===== src/rtl/vc_input_port.sv =====
// vc_input_port: per-VC flit FIFOs, credit output and packet FSM per VC.
// Defining VCIP_ERR_CNT_EN adds a saturating 8-bit error counter on err_cnt.
module vc_input_port #(
    parameter int FLIT_W = 128,
    parameter int DEST_W = 8,
    parameter int NUM_VC = 4,
    parameter int DEPTH  = 8
) (
    input  logic                                  clk,
    input  logic                                  reset,
    input  logic                                  wr_en,
    input  logic [$clog2(NUM_VC)-1:0]             wr_vc,
    input  logic [FLIT_W-1:0]                     wr_data,
    input  logic                                  rd_en,
    input  logic [$clog2(NUM_VC)-1:0]             rd_vc,
    output logic [FLIT_W-1:0]                     rd_data,
    output logic                                  rd_valid,
    output logic [NUM_VC*$clog2(DEPTH+1)-1:0]     em_pl,
    output logic [NUM_VC-1:0]                     vc_req,
    output logic [NUM_VC*DEST_W-1:0]              head_dest,
    input  logic [NUM_VC-1:0]                     vc_grant,
    output logic                                  err,
    output logic [7:0]                            err_cnt
);

    localparam int VCW  = $clog2(NUM_VC);
    localparam int CNTW = $clog2(DEPTH + 1);
    localparam int PW   = $clog2(DEPTH);
    localparam logic [CNTW-1:0] FULL = CNTW'(DEPTH);
    localparam logic [VCW:0]    NVC  = (VCW + 1)'(NUM_VC);

    typedef enum logic [1:0] {IDLE, ROUTE, ACTIVE} state_t;

    logic [FLIT_W-1:0] mem    [NUM_VC][DEPTH];
    logic [PW-1:0]     wr_ptr [NUM_VC];
    logic [PW-1:0]     rd_ptr [NUM_VC];
    logic [CNTW-1:0]   count  [NUM_VC];
    state_t            state  [NUM_VC];
    state_t            state_nx [NUM_VC];
    logic [FLIT_W-1:0] front  [NUM_VC];

    logic [NUM_VC-1:0] nonempty;
    logic [NUM_VC-1:0] discard;
    logic [NUM_VC-1:0] push;
    logic [NUM_VC-1:0] pop;
    logic              wr_vc_ok;
    logic              rd_vc_ok;
    logic              rd_ok;
    logic              wr_ok;
    logic              err_nx;

    // Per-VC front flit, occupancy and stray-body discard detection
    always_comb begin
        for (int v = 0; v < NUM_VC; v++) begin
            front[v]    = mem[v][rd_ptr[v]];
            nonempty[v] = count[v] != '0;
            discard[v]  = (state[v] == IDLE) && nonempty[v] && !front[v][0];
        end
    end

    assign wr_vc_ok = {1'b0, wr_vc} < NVC;
    assign rd_vc_ok = {1'b0, rd_vc} < NVC;
    // A read needs data already stored, so a write to an empty VC never bypasses
    assign rd_ok = rd_en && rd_vc_ok && nonempty[rd_vc] && (state[rd_vc] == ACTIVE);
    // A full VC still accepts a write when the same VC is legally read this cycle
    assign wr_ok = wr_en && wr_vc_ok &&
                   ((count[wr_vc] != FULL) || (rd_ok && (rd_vc == wr_vc)));
    assign err_nx = (wr_en && !wr_ok) || (rd_en && !rd_ok) || (|discard);

    // Decode push/pop per VC; a discard pops without producing output
    always_comb begin
        for (int v = 0; v < NUM_VC; v++) begin
            push[v] = wr_ok && (wr_vc == VCW'(v));
            pop[v]  = (rd_ok && (rd_vc == VCW'(v))) || discard[v];
        end
    end

    // Next-state logic for each VC packet FSM
    always_comb begin
        for (int v = 0; v < NUM_VC; v++) begin
            state_nx[v] = state[v];
            unique case (state[v])
                IDLE:    if (nonempty[v] && front[v][0]) state_nx[v] = ROUTE;
                ROUTE:   if (vc_grant[v]) state_nx[v] = ACTIVE;
                ACTIVE:  if (rd_ok && (rd_vc == VCW'(v)) && front[v][1])
                             state_nx[v] = IDLE;
                default: state_nx[v] = IDLE;
            endcase
        end
    end

    // Pointers, occupancy and FSM state; reset discards all contents
    always_ff @(posedge clk or posedge reset) begin
        if (reset) begin
            for (int v = 0; v < NUM_VC; v++) begin
                wr_ptr[v] <= '0;
                rd_ptr[v] <= '0;
                count[v]  <= '0;
                state[v]  <= IDLE;
            end
        end else begin
            for (int v = 0; v < NUM_VC; v++) begin
                if (push[v]) wr_ptr[v] <= wr_ptr[v] + 1'b1;
                if (pop[v])  rd_ptr[v] <= rd_ptr[v] + 1'b1;
                count[v] <= count[v] + CNTW'(push[v]) - CNTW'(pop[v]);
                state[v] <= state_nx[v];
            end
        end
    end

    // Flit storage; contents are only meaningful below count
    always_ff @(posedge clk) begin
        if (wr_ok) mem[wr_vc][wr_ptr[wr_vc]] <= wr_data;
    end

    // Registered read data, valid and error pulse
    always_ff @(posedge clk or posedge reset) begin
        if (reset) begin
            rd_data  <= '0;
            rd_valid <= 1'b0;
            err      <= 1'b0;
        end else begin
            if (rd_ok) rd_data <= front[rd_vc];
            rd_valid <= rd_ok;
            err      <= err_nx;
        end
    end

    // Credits, route requests and front-flit destinations
    always_comb begin
        em_pl     = '0;
        vc_req    = '0;
        head_dest = '0;
        for (int v = 0; v < NUM_VC; v++) begin
            em_pl[v*CNTW +: CNTW] = FULL - count[v];
            vc_req[v] = state[v] == ROUTE;
            if (nonempty[v])
                head_dest[v*DEST_W +: DEST_W] = front[v][FLIT_W-15 -: DEST_W];
        end
    end

`ifdef VCIP_ERR_CNT_EN
    // Saturating count of error pulses, cleared only by reset
    always_ff @(posedge clk or posedge reset) begin
        if (reset) err_cnt <= 8'd0;
        else if (err_nx && (err_cnt != 8'hFF)) err_cnt <= err_cnt + 8'd1;
    end
`else
    assign err_cnt = 8'd0;
`endif

endmodule


===== config.mk =====
export PLATFORM = sky130hd
export DESIGN_NAME = vc_input_port
export DESIGN_NICKNAME = d
export VERILOG_FILES = /design/src/rtl/vc_input_port.sv
export SDC_FILE = /design/constraint.sdc
export NUM_CORES = 2
export LEC_CHECK = 0
export CORE_UTILIZATION = 60
export CTS_BUF_LIST = sky130_fd_sc_hd__clkbuf_16
export DETAILED_ROUTE_END_ITERATION = 12
export PLACE_DENSITY = 0.77
export REMOVE_ABC_BUFFERS = 1
export SYNTH_ARGS = -nofsm -noshare
export SYNTH_HDL_FRONTEND = slang
export SYNTH_SLANG_ARGS = --single-unit
export TNS_END_PERCENT = 20

===== constraint.sdc =====
create_clock -name clk -period 10.6 [get_ports clk]
set_clock_uncertainty 0.15 [all_clocks]
set_input_delay 3.18 -clock clk [delete_from_list [all_inputs] [get_ports clk]]
set_output_delay 3.18 -clock clk [all_outputs]
set_load 0.02 [all_outputs]

## Yosys cells after proc, flatten, opt, wreduce, memory -nomap -nowiden

Memories as Yosys holds them, arrays and structs flattened.
Cells that the tools add are included.

- Mux-type cells: 50
- Add/sub/neg operators: 20
- Magnitude comparators: 9
- Bitwise gates (word level): 7
- Reductions and logical operators: 59
- Equality and inequality tests: 29

Operators with widths:

| cell | number |
|---|---|
| $bmux 128 s3 | 4 |
| $mux 128 | 11 |
| $mux 1024 | 1 |
| $demux 128 s3 | 1 |
| $bmux 128 s2 | 1 |
| $mux 8 | 4 |
| $logic_and 1x1->1 | 31 |
| $mux 2 | 14 |
| $add 3x1->3 const B | 8 |
| $pmux 2 s3 | 4 |
| $ge 4x4->1 const B | 5 |
| $not 3->4 | 5 |
| $eq 2x2->1 const B | 9 |
| $add 4x1->4 | 4 |
| $ne 2x1->1 const B | 8 |
| $reduce_bool 4->1 | 4 |
| $sub 4x1->4 | 4 |
| $sub 4x4->4 const A | 4 |
| $eq 2x1->1 const B | 6 |
| $logic_not 2->1 | 6 |
| $reduce_and 3->1 | 4 |
| $bmux 4 s2 | 1 |
| $mux 4 | 2 |
| $ne 2x2->1 const B | 4 |
| 14 further kinds | 29 |

- Register bits after elaboration: 178
- Bits in writable memories: 4096
- Input bits: 140
- Logic and storage cells: 194
- Memories kept: 1
- Output and inout bits: 190

Memory list:

| name | depth | width | read ports | clocked after Yosys merged registers in | wr ports | RTL line | source |
|---|---|---|---|---|---|---|---|
| mem | 4 | 1024 | 4 | 0 | 1 | 34 | `logic [FLIT_W-1:0] mem [NUM_VC][DEPTH];` |

## Depth between registers and ports, before layout

- Depth in word-level cells: 13
- Gate-level depth with buffers: 18
- Depth with buffers taken out: 16

## Worst setup path before layout

OpenSTA, ideal clock, no wires.

- Kind: input port to flip-flop
- Start point: input rd_vc[0]
- End point: memory mem[1][384] (netlist name) (enable)
- Cell stages on the path: 10
- Arrival: 10.121 ns
- Path buffers: 3
- Setup time: 0.617 ns
- Path slack: -0.288 ns
- Required time: 9.833 ns
- Cells stage by stage: buf_6 -> mux4_2 -> o21ai_1 -> or3_1 -> buf_4 -> inv_4 -> a22oi_2 -> or3_1 -> buf_2 -> nor2_1

- Longest elaborated chain between the ends: 11
- Elaborated cells between the ends (all ways): 15
- Those cells by class: 2 x eq/ne; 7 x mux; 1 x bitwise; 5 x reduce/logical

Ends and longest elaborated chain:

| element | RTL line | source |
|---|---|---|
| from (decl) | 15 | `input logic [$clog2(NUM_VC)-1:0] rd_vc,` |
| $not 2->3 (not written as such) | 64 | `assign rd_ok = rd_en && rd_vc_ok && nonempty[rd_vc] && (state[rd_vc] == ACTIVE);` |
| $bmux 2 s2 | 64 |  |
| $mux 2 (not written as such) (2 in a row) | 64 |  |
| $eq 2x2->1 | 64 |  |
| $logic_and 1x1->1 | 64 |  |
| $logic_and 1x1->1 * | 67 | `((count[wr_vc] != FULL) \|\| (rd_ok && (rd_vc == wr_vc)));` |
| $logic_or 1x1->1 * | 67 |  |
| $logic_and 1x1->1 * | 66 | `assign wr_ok = wr_en && wr_vc_ok &&` |
| $mux 1 * | 113 | `if (wr_ok) mem[wr_vc][wr_ptr[wr_vc]] <= wr_data;` |
| $mux 1024 (not written as such) * | 113 |  |
| to (decl) | 34 |  |

Mark *: on every way between the ends. The rest lies on a longest branch, timed or not. The select of a mux whose other input is x is not followed.

## Worst setup path in the final report

- Start point: register rd_ptr[0] (netlist name)
- End point: output head_dest[27]

- Longest elaborated chain between the ends: 5

Ends and longest elaborated chain:

| element | RTL line | source |
|---|---|---|
| from (decl) | 36 | `logic [PW-1:0] rd_ptr [NUM_VC];` |
| from (signal, indexed assignment) | 104 | `if (pop[v]) rd_ptr[v] <= rd_ptr[v] + 1'b1;` |
| $not 3->4 (not written as such) | 55 | `front[v] = mem[v][rd_ptr[v]];` |
| $bmux 128 s3 | 55 |  |
| $mux 128 (not written as such) (2 in a row) | 55 |  |
| $mux 8 | 137 | `if (nonempty[v])` |
| to (decl) | 20 | `output logic [NUM_VC*DEST_W-1:0] head_dest,` |

No other way between the ends. The select of a mux whose other input is x is not followed.

==> flow_metrics.tcl <==
set metrics [dict create \
    ir_drop_mv 0.212 \
    maxCapViolCount 0 \
    synthCells 7521 \
    drc 0 \
    slowest_stage "buf_4" \
    clk_pin_slew_ns 0.06 \
    finalSetupTns_ns 0 \
    setup-violations-final 0 \
    start_util 0.606 \
    ant_nets 0 \
    overflow 0 \
    ys.flop_type "edfxtp_1" \
    period_minus_slack_ns 8.04 \
    drt_iter0_markers 11900 \
    dieArea_mm2 0.274 \
    cts.sinks 4274 \
    synth_edf_count 4096 \
    critPathMostFrequentCell "buf_4" \
    period_share 0.759 \
    postCtsHoldBufs 0 \
    nets 8200 \
    grtUsageTotal 0.303 \
    dp_hpwl_mm 224 \
    worstSetupPathType "register to primary output" \
    htreeDepth 5 \
    worstMarginPinSlew_ns 1.45 \
    required_ns 7.27 \
    holdCritPathClass "register to register" \
    synth_compound_area_frac 0.0343 \
    clock_path_buffers 4 \
    rsz0062_at_grt "no" \
    crit_buf_inv 3 \
    synth_xor_area_frac 0.00183 \
    synth_warnings 0 \
    max_freq_ghz 0.124 \
    clock_latency_ns 0.97 \
    status "completed" \
    vias 82300 \
    slew_violations 0 \
    cts_tree "done" \
    leakage_nw 60.1 \
    cts_inserted_buffers 409 \
    cts_resized 0 \
    multiInputGateArea_mm2 0.0336 \
    wl_met3_mm 53.1 \
    dr_wl_met2_mm 195 \
    area_growth_pct 13.3 \
    path_cells "buf_4 -> mux4_2 -> o21ai_0 -> buf_4 -> nor2_1 -> clkdlybuf4s50_1" \
    gp_congestion 0.840 \
    syn_area_mm2 0.163 \
    top_layer_used "met4" \
    ys_ff_latch 4274 \
    drive_gt1_frac 0.198 \
    grt_pass1_wl_mm 591 \
    crit_path_end_kind "primary output" \
    start_kind "register" \
    path_max_fanout 52 \
    rows 190 \
    layout_setup_ws_ns 2.56 \
    die_w_um 523 \
    viasPerCell 6.90 \
    synth_mux_area_frac 0.155 \
    wl_per_cell_um 34.6 \
    synth.avg_cell_area_um2 21.7 \
    antenna_found_initial 15 \
    drt_pass1_iterations 6 \
    clock-root-buffer "clkbuf_16" \
    p_per_area_mw_per_mm2 258 \
    wl_met1_mm 152 \
    pre_cts_ws_ns 1.75 \
    synth_top_family_by_area "multiplexers" \
    synth_fa_ha_area_frac 0.00326 \
    grt_pass1_vias 83100 \
    postCtsSetupBuffers 0 \
    grt_max_degree 131 \
    final_util 0.686 \
    cpPeakStageDelay_ns 0.83 \
    core_area_mm2 0.269 \
    wirelength_mm 412 \
    startpoint "rd_ptr[0]" \
    io_buffers 321 \
    io_pins 330 \
    timing.rr.start "count[0]" \
    die_h_um 523 \
    cp.arrival_ns 4.71 \
    cp_top_family "buffers and inverters" \
    maxSlewHeadroom 0.0317 \
    async_flop_share 0.0416 \
    nFillCells 15800 \
    min_from "wr_ptr[2]" \
    synth.distinct_cells 54 \
    ys_seq_area_frac 0.782 \
    yosys.area_share.simple 0.00937 \
    hold_viol_final 0 \
    final-seq-area_mm2 0.127 \
]
==> layout make-up <==
type / count / area share
Clock buffer: 411 / 0.0557
Clock inverter: 347 / 0.0160
Inverter: 40 / 0.000922
Tap cell: 3552 / 0.0241
Sequential cell: 4274 / 0.690
Multi-Input combinational cell: 2760 / 0.182
Antenna cell: 10 / 0.000136
Timing Repair Buffer: 535 / 0.0307
==> synthesized netlist by cell type (93+ instances only) <==
cell | instances | area share
mux2i_1 | 760 | 0.047
clkbuf_1 | 203 | 0.0047
mux4_2 | 781 | 0.11
o2111ai_1 | 93 | 0.0050
edfxtp_1 | 4096 | 0.75
nor2_1 | 232 | 0.0053
a221oi_1 | 230 | 0.012
o21ai_0 | 271 | 0.0083
dfrtp_1 | 178 | 0.027
buf_2 | 175 | 0.0054
o22a_1 | 93 | 0.0050
==> worst paths after layout <==
path	to	slack, ns	cells past startpoint
max	head_dest[27]	2.56	6
min	wr_ptr[2]	0.33	1
max reg2reg	mem[1][544]	5.50	10
min reg2reg	wr_ptr[2]	0.33	1
max in group asynchronous	rd_data[52]	6.22	3
min in group asynchronous	rd_data[15]	2.56	2
==> sequential cells by signal, indices dropped and copies added, names as in the netlist <==
register	count
rd_data	128
count	16
rd_valid	1
err	1
rd_ptr	12
wr_ptr	12
state	8
mem	4096
==> layout by cell type, fill, tap and decap left out, types with 8 or more instances in the layout <==
cell type | Yosys | layout
edfxtp_1 | 4096 | 4096
mux4_2 | 781 | 781
mux2i_1 | 760 | 760
clkbuf_16 | 0 | 411
clkdlybuf4s50_1 | 0 | 315
o21ai_0 | 271 | 271
a221oi_1 | 230 | 230
nor2_1 | 232 | 200
dfrtp_1 | 178 | 166
buf_4 | 36 | 143
inv_1 | 38 | 131
o2111ai_1 | 93 | 93
o22a_1 | 93 | 93
clkinv_1 | 1 | 86
clkinv_2 | 0 | 82
buf_12 | 0 | 71
bufinv_16 | 0 | 43
a21oi_1 | 38 | 38
ha_1 | 36 | 36
nor2_4 | 0 | 32
nor3_1 | 29 | 29
nand2_1 | 23 | 22
xor2_1 | 20 | 20
clkinvlp_4 | 0 | 17
nor2b_1 | 18 | 16
a22oi_1 | 16 | 16
xnor2_1 | 14 | 14
and2_1 | 14 | 13
dfrtp_4 | 0 | 12
diode_2 | 0 | 10
clkinv_8 | 0 | 9
a221o_1 | 9 | 9
o22ai_1 | 8 | 8
mux2_2 | 8 | 8
a211oi_1 | 8 | 8
conb_1 | 1 | 8
==> routing by layer <==
layer  global-route usage  vias to the layer above
li1                     -                    32500
met5                    0                        -
met1                0.432                    42900
met4               0.0841                        0
met2                0.473                     6085
met3               0.0749                      768
==> cells by family (layout without fill, tap and decap cells) <==
family | Yosys count | in the layout
adder cells (fa/ha/maj) | 40 | 40
XOR/XNOR | 34 | 34
other | 1 | 18
flip-flops | 4274 | 4274
AND/OR/NAND/NOR | 350 | 350
buffers and inverters | 494 | 1333
multiplexers | 1553 | 1553
AO/OA/AOI/OAI | 775 | 775
==> power breakdown <==
part	switching (mW)	leakage [nW]	internal (mW)
sequential	1.05	38.9	19.6
clock	6.29	6.83	8.11
combinational	7.15	14.4	5.39
total	14.5	60.1	33.1
==> per-stage QoR <==
step                      cells  total power, mW  instance area (um2)  hold WS (ns)
final                     11900             47.6               185000         0.329
after global routing      11900             48.9               185000         0.333
after CTS                 11900             47.6               185000         0.320
after detailed placement  11200             33.3               171000         0.306
after global placement    11200             33.0               171000         0.306
after floorplan            7074             32.0               161000         0.286
Power figures use the tool's default switching activity.
